[src/rtl/rate_divider_if.sv]
`default_nettype none
// rate_divider_if: enable input and one-cycle tick output of rate_divider.
// Rev 1.0
interface rate_divider_if;
   logic enable;
   logic clk_out;

   modport master (output enable, input  clk_out);
   modport slave  (input  enable, output clk_out);
endinterface
`default_nettype wire

[src/rtl/rate_divider.sv]
`default_nettype none
// rate_divider: divides CLOCK_50 into a one-cycle tick every DIVISOR enabled cycles.
// Rev 1.0
module rate_divider #(
   parameter int unsigned DIVISOR = 50000000
) (
   input  wire logic     CLOCK_50,
   input  wire logic     resetn,
   rate_divider_if.slave bus
);
   localparam int CNT_W = (DIVISOR < 2) ? 1 : $clog2(DIVISOR);
   localparam logic [CNT_W-1:0] RELOAD = CNT_W'(DIVISOR - 1);

   // A divisor of 1 would hold the tick permanently high, leaving consumers no edge.
   generate
      if (DIVISOR < 2) begin : g_bad_divisor
         $error("rate_divider: DIVISOR must be at least 2");
      end
   endgenerate

   logic [CNT_W-1:0] cnt;
   logic             tick;

   always_ff @(posedge CLOCK_50 or negedge resetn) begin
      if (!resetn) begin
         cnt  <= RELOAD;
         tick <= 1'b0;
      end else if (bus.enable) begin
         if (cnt == '0) begin
            cnt  <= RELOAD;
            tick <= 1'b1;
         end else begin
            cnt  <= cnt - 1'b1;
            tick <= 1'b0;
         end
      end else begin
         tick <= 1'b0;
      end
   end

   assign bus.clk_out = tick;
endmodule
`default_nettype wire

[src/flat_wrapper.sv]
// flat-port wrapper written by rule: the top's interface ports become plain ports
module rate_divider_flat 
#(
   parameter int unsigned DIVISOR = 50000000
)
  (CLOCK_50, resetn, bus_enable, bus_clk_out);
  rate_divider_if bus_i ();
  input  wire logic CLOCK_50;
  input  wire logic resetn;
  input wire logic [$bits(bus_i.enable)-1:0] bus_enable;
  output wire logic [$bits(bus_i.clk_out)-1:0] bus_clk_out;
  assign bus_i.enable = bus_enable;
  assign bus_clk_out = bus_i.clk_out;
  rate_divider #(.DIVISOR(DIVISOR)) u_core (.CLOCK_50(CLOCK_50), .resetn(resetn), .bus(bus_i));
endmodule
[config.mk]
export PLATFORM = sky130hd
export DESIGN_NAME = rate_divider_flat
export DESIGN_NICKNAME = d
export VERILOG_FILES = /design/src/rtl/rate_divider_if.sv /design/src/rtl/rate_divider.sv /design/src/flat_wrapper.sv
export SDC_FILE = /design/constraint.sdc
export NUM_CORES = 1
export LEC_CHECK = 0
export ABC_AREA = 1
export BUFFER_PORTS_ARGS = -buffer_cell sky130_fd_sc_hd__buf_4
export CAP_MARGIN = 0
export CORE_MARGIN = 5
export CORE_UTILIZATION = 55
export DETAILED_ROUTE_END_ITERATION = 7
export PLACE_DENSITY = 0.73
export SLEW_MARGIN = 0
export SYNTH_ARGS = -nofsm -noshare
export SYNTH_HDL_FRONTEND = slang
export SYNTH_SLANG_ARGS = --single-unit
[constraint.sdc]
create_clock -name CLOCK_50 -period 2.3 [get_ports CLOCK_50]
set_input_delay 0.23 -clock CLOCK_50 [delete_from_list [all_inputs] [get_ports CLOCK_50]]
set_output_delay 0.23 -clock CLOCK_50 [all_outputs]
set_load 0.02 [all_outputs]
# Word level (Yosys, flattened, before mapping)
# Cells that the tools add are included.
# totals
regBits	27
input_bits	3
output_inout_bits	1
elab_cells	7
# classes
add_sub_neg	1
n_mux	3
reduce_logical	1
# op_table
op	count
zero test 26 bit	1
2-to-1 mux 26 bit	1
subtractor 26 x 1 -> 26 bit, second input constant	1
2-to-1 mux 1 bit	2

# Longest topological paths before layout
# logic_depth
ltp_word	3
depth_mapped	8
depth_no_buf	8

# Worst setup path before layout
# No wires, ideal clock.
# synth_path
kind	register -> register
start	reg u_core.cnt[0]
end	reg u_core.cnt[22]
setup_time_ns	0.083
arrival_time_ns	1.301
required_time_ns	2.217
path_slack_ns	0.916
stages_incl_launch_ff	8
path_buffers	1
period_less_slack_ns	1.384
path_cell_list	dfstp_2 -> inv_1 -> ha_1 -> nand3_2 -> nor2_4 -> nand4_4 -> buf_6 -> nand3_1
# synth_between
elab_chain_cells	2
word_cells_on_any_way	3
cone_classes	add/sub (1); mux (1); reduce/logical (1)
# synth_lines
element	line_no	rtl
start, declared	rate_divider.sv:21	logic [CNT_W-1:0] cnt;
start signal, assigned	rate_divider.sv:33	cnt <= cnt - 1'b1;
subtractor 26 x 1 -> 26 bit or zero test 26 bit (tied branches)	rate_divider.sv:33, rate_divider.sv:29	
2-to-1 mux 26 bit *	rate_divider.sv:29	if (cnt == '0) begin
# Mark *: on every way between the ends. The rest lies on a longest branch, timed or not.
# A chain may end at the register's enable or synchronous reset.

# Final worst setup path
# layout_path
start	reg u_core.cnt[0]
end	reg u_core.cnt[10]
# Same word-level chain as after synthesis.

==> run metrics <==
Residual DRC 0; cell taking the most area after synthesis dfstp_2; commonest non-fill, non-tap cell in the layout nand2_1; total CTS buffers 3; routed length per instance 12.6 µm; final hold vios 0; RSZ-0062 raised after global routing no; drt total wl 3.05 mm; Remaining Overflow, GRT 0; Clock Skew 6.78 ps; Final setup violation count 0; antenna diode instance count 0; Via density 5.35; multi-input logic area 807 µm²; first-pass GRT wire length 5.55 mm; CP Max Fanout 14; Synth top area share 0.294; final worst slack 695 ps; fin. max-slew vios 0; clk buf depth 2; Post-Syn Area 1610 µm²; Final GP Congestion 0.895; Avg Cell Area, Syn 7.88 µm²; CTS resizes 0; PwrDens 1070 nW/µm²; storage element area 698 µm²; Switching Share 0.436; critical path arrival 1830 ps; Worst Reg-to-Reg Cells 7; core area 2780 µm²; met2 Resource Use GR 0.253; IO buf count 3; busiest grt layer met2; cell internal pwr 1020 µW; H-tree Lvls 1; Worst Max-Slew Pin Slew 327 ps; WP data required 2530 ps; Tmin final 1610 ps; crit share post-route 0.698; sequential area share after synthesis 0.435; CTS sink cnt 27; number of global-route vias before repair 1239; Static Leak 0.000824 µW; kind of critical path flop to flop; Post-synth EDFFs 0; Critical Path Sink Type flop; Synth Instances 204; Die ar. 4100 µm²; # nets final 216; die span in y 64.0 µm; Comb pwr share 0.404; Max VDD drop 751 µV; initial antenna violation count 0; CTS tree built; area delta synth->final 5.37%; synthesis-stage register bit count 27; Clock Latency Late Sink 330 ps; Achievable Freq 0.623 GHz; max_slew headroom 0.782; pin count of the biggest net entering global routing 28; commonest non-fill, non-tap cells in the layout nand2_1 (47), nor2_1 (45), inv_1 (23); Synth Flop Type dfstp_2; Reg power frac 0.484; post-synth cell types 26; Tot GR Track Use 0.168; status complete, no violations; grt met1 use 0.233; syn nets 208; Yosys warnings 0; placement row count 19; crit path launch type flop; # fillers 268; Setup TNS 0 ps; top post-synthesis cells by area dfstp_2 (29%), dfrtp_1 (14%), nand2_1 (11%); Clock Pin Slew Worst Setup and Hold Paths 140 ps; initial drt markers 54; dpl hpwl 2.36 mm; GR Util met3 0.0333; Hold Path Depth 4; Setup WS pre-CTS 699 ps; layout cells sized above 1 0.199; HP Class primary input to flop; io pins 4; asr flop ratio synth 1.00; Root Buffer clkbuf_4; Horiz. Die Dim 64.0 µm; Switching Power 792 µW; ANT nets after route 0; initial core utilization 0.578; Clock power frac 0.112; DRT Pass-1 Iters 4; DR vias 1294; max cap viols 0
==> state kept, by name (all words and copies together), names as in the netlist <==
name and flops:
u_core.cnt 26, u_core.bus.clk_out 1
==> synth_stat cells, types with 3 or more instances <==
library cell  number
nor2_1            45
dfrtp_1            9
nand4_1            6
xor2_1             4
nand2_1           47
xnor2_1            5
nand3b_1           3
dfstp_2           18
nand3_1           18
nor2_2             7
inv_1             23
==> through the flow <==
step	instances	hold slack, ps	instance area [µm²]	power (µW)	utilization
2_1_floorplan	204	-65.6	1610	1440	-
3_3_place_gp	237	152	1660	1590	0.596
3_5_place_dp	237	158	1660	1610	0.596
4_1_cts	242	185	1690	1820	0.609
5_1_grt	242	210	1690	1990	0.609
6_report	242	204	1690	1820	0.609
==> worst paths after layout <==
| path | slack (ps) | to | from |
|---|---|---|---|
| hold / removal | 200 | u_core.cnt[2] | bus_enable |
| setup reg to reg | 690 | u_core.cnt[10] | u_core.cnt[0] |
| setup / recovery | 690 | u_core.cnt[10] | u_core.cnt[0] |
| min in group asynchronous | 320 | u_core.bus.clk_out | resetn |
| max in group asynchronous | 1680 | u_core.cnt[19] | resetn |
| hold reg to reg | 500 | u_core.cnt[2] | u_core.cnt[2] |
==> power by group through the flow <==
stage               sequential, µW  clock [µW]  combinational [µW]
floorplan                      830           0                 610
global placement               876           0                 713
detailed placement             881           0                 727
CTS                            875         215                 732
global route                   901         240                 848
finish                         879         204                 734
==> worst max-delay path: stages, from the launching register on <==
cell     delay [ps]
dfstp_2         420
inv_1           100
ha_1            190
nand3_2         130
nor2_4          210
nand4_4         240
inv_1           160
nor2_1           60
==> kinds of logic (layout without fill, tap and decap cells) <==
family                   after synthesis  after routing  synth area share
AO/OA/AOI/OAI                          4              4            0.0148
XOR/XNOR                              10             10            0.0592
adder cells (fa/ha/maj)                1              1           0.00779
buffers and inverters                 25             32            0.0631
flip-flops                            27             27             0.435
AND/OR/NAND/NOR                      137            137             0.421
==> metal layers <==
metal	vias to the layer above	share of wire	wire length [µm]
li1	651	-	-
met1	614	0.49	1480
met2	22	0.46	1410
met3	7	0.032	96
met4	0	0.019	58
met5	-	0	0
==> layout make-up <==
class	instances	share of cell area
tap	31	0.0229
multi-input combinational	152	0.477
clock buffer	4	0.0155
inverter	24	0.0532
timing repair buffer	4	0.0192
sequential	27	0.412
==> what timing repair did <==
item,CTS,global route
hold buffers,1,0
buffers inserted,0,0
endpoints found under the hold margin,9,0
(Power assumes the default switching activity.)
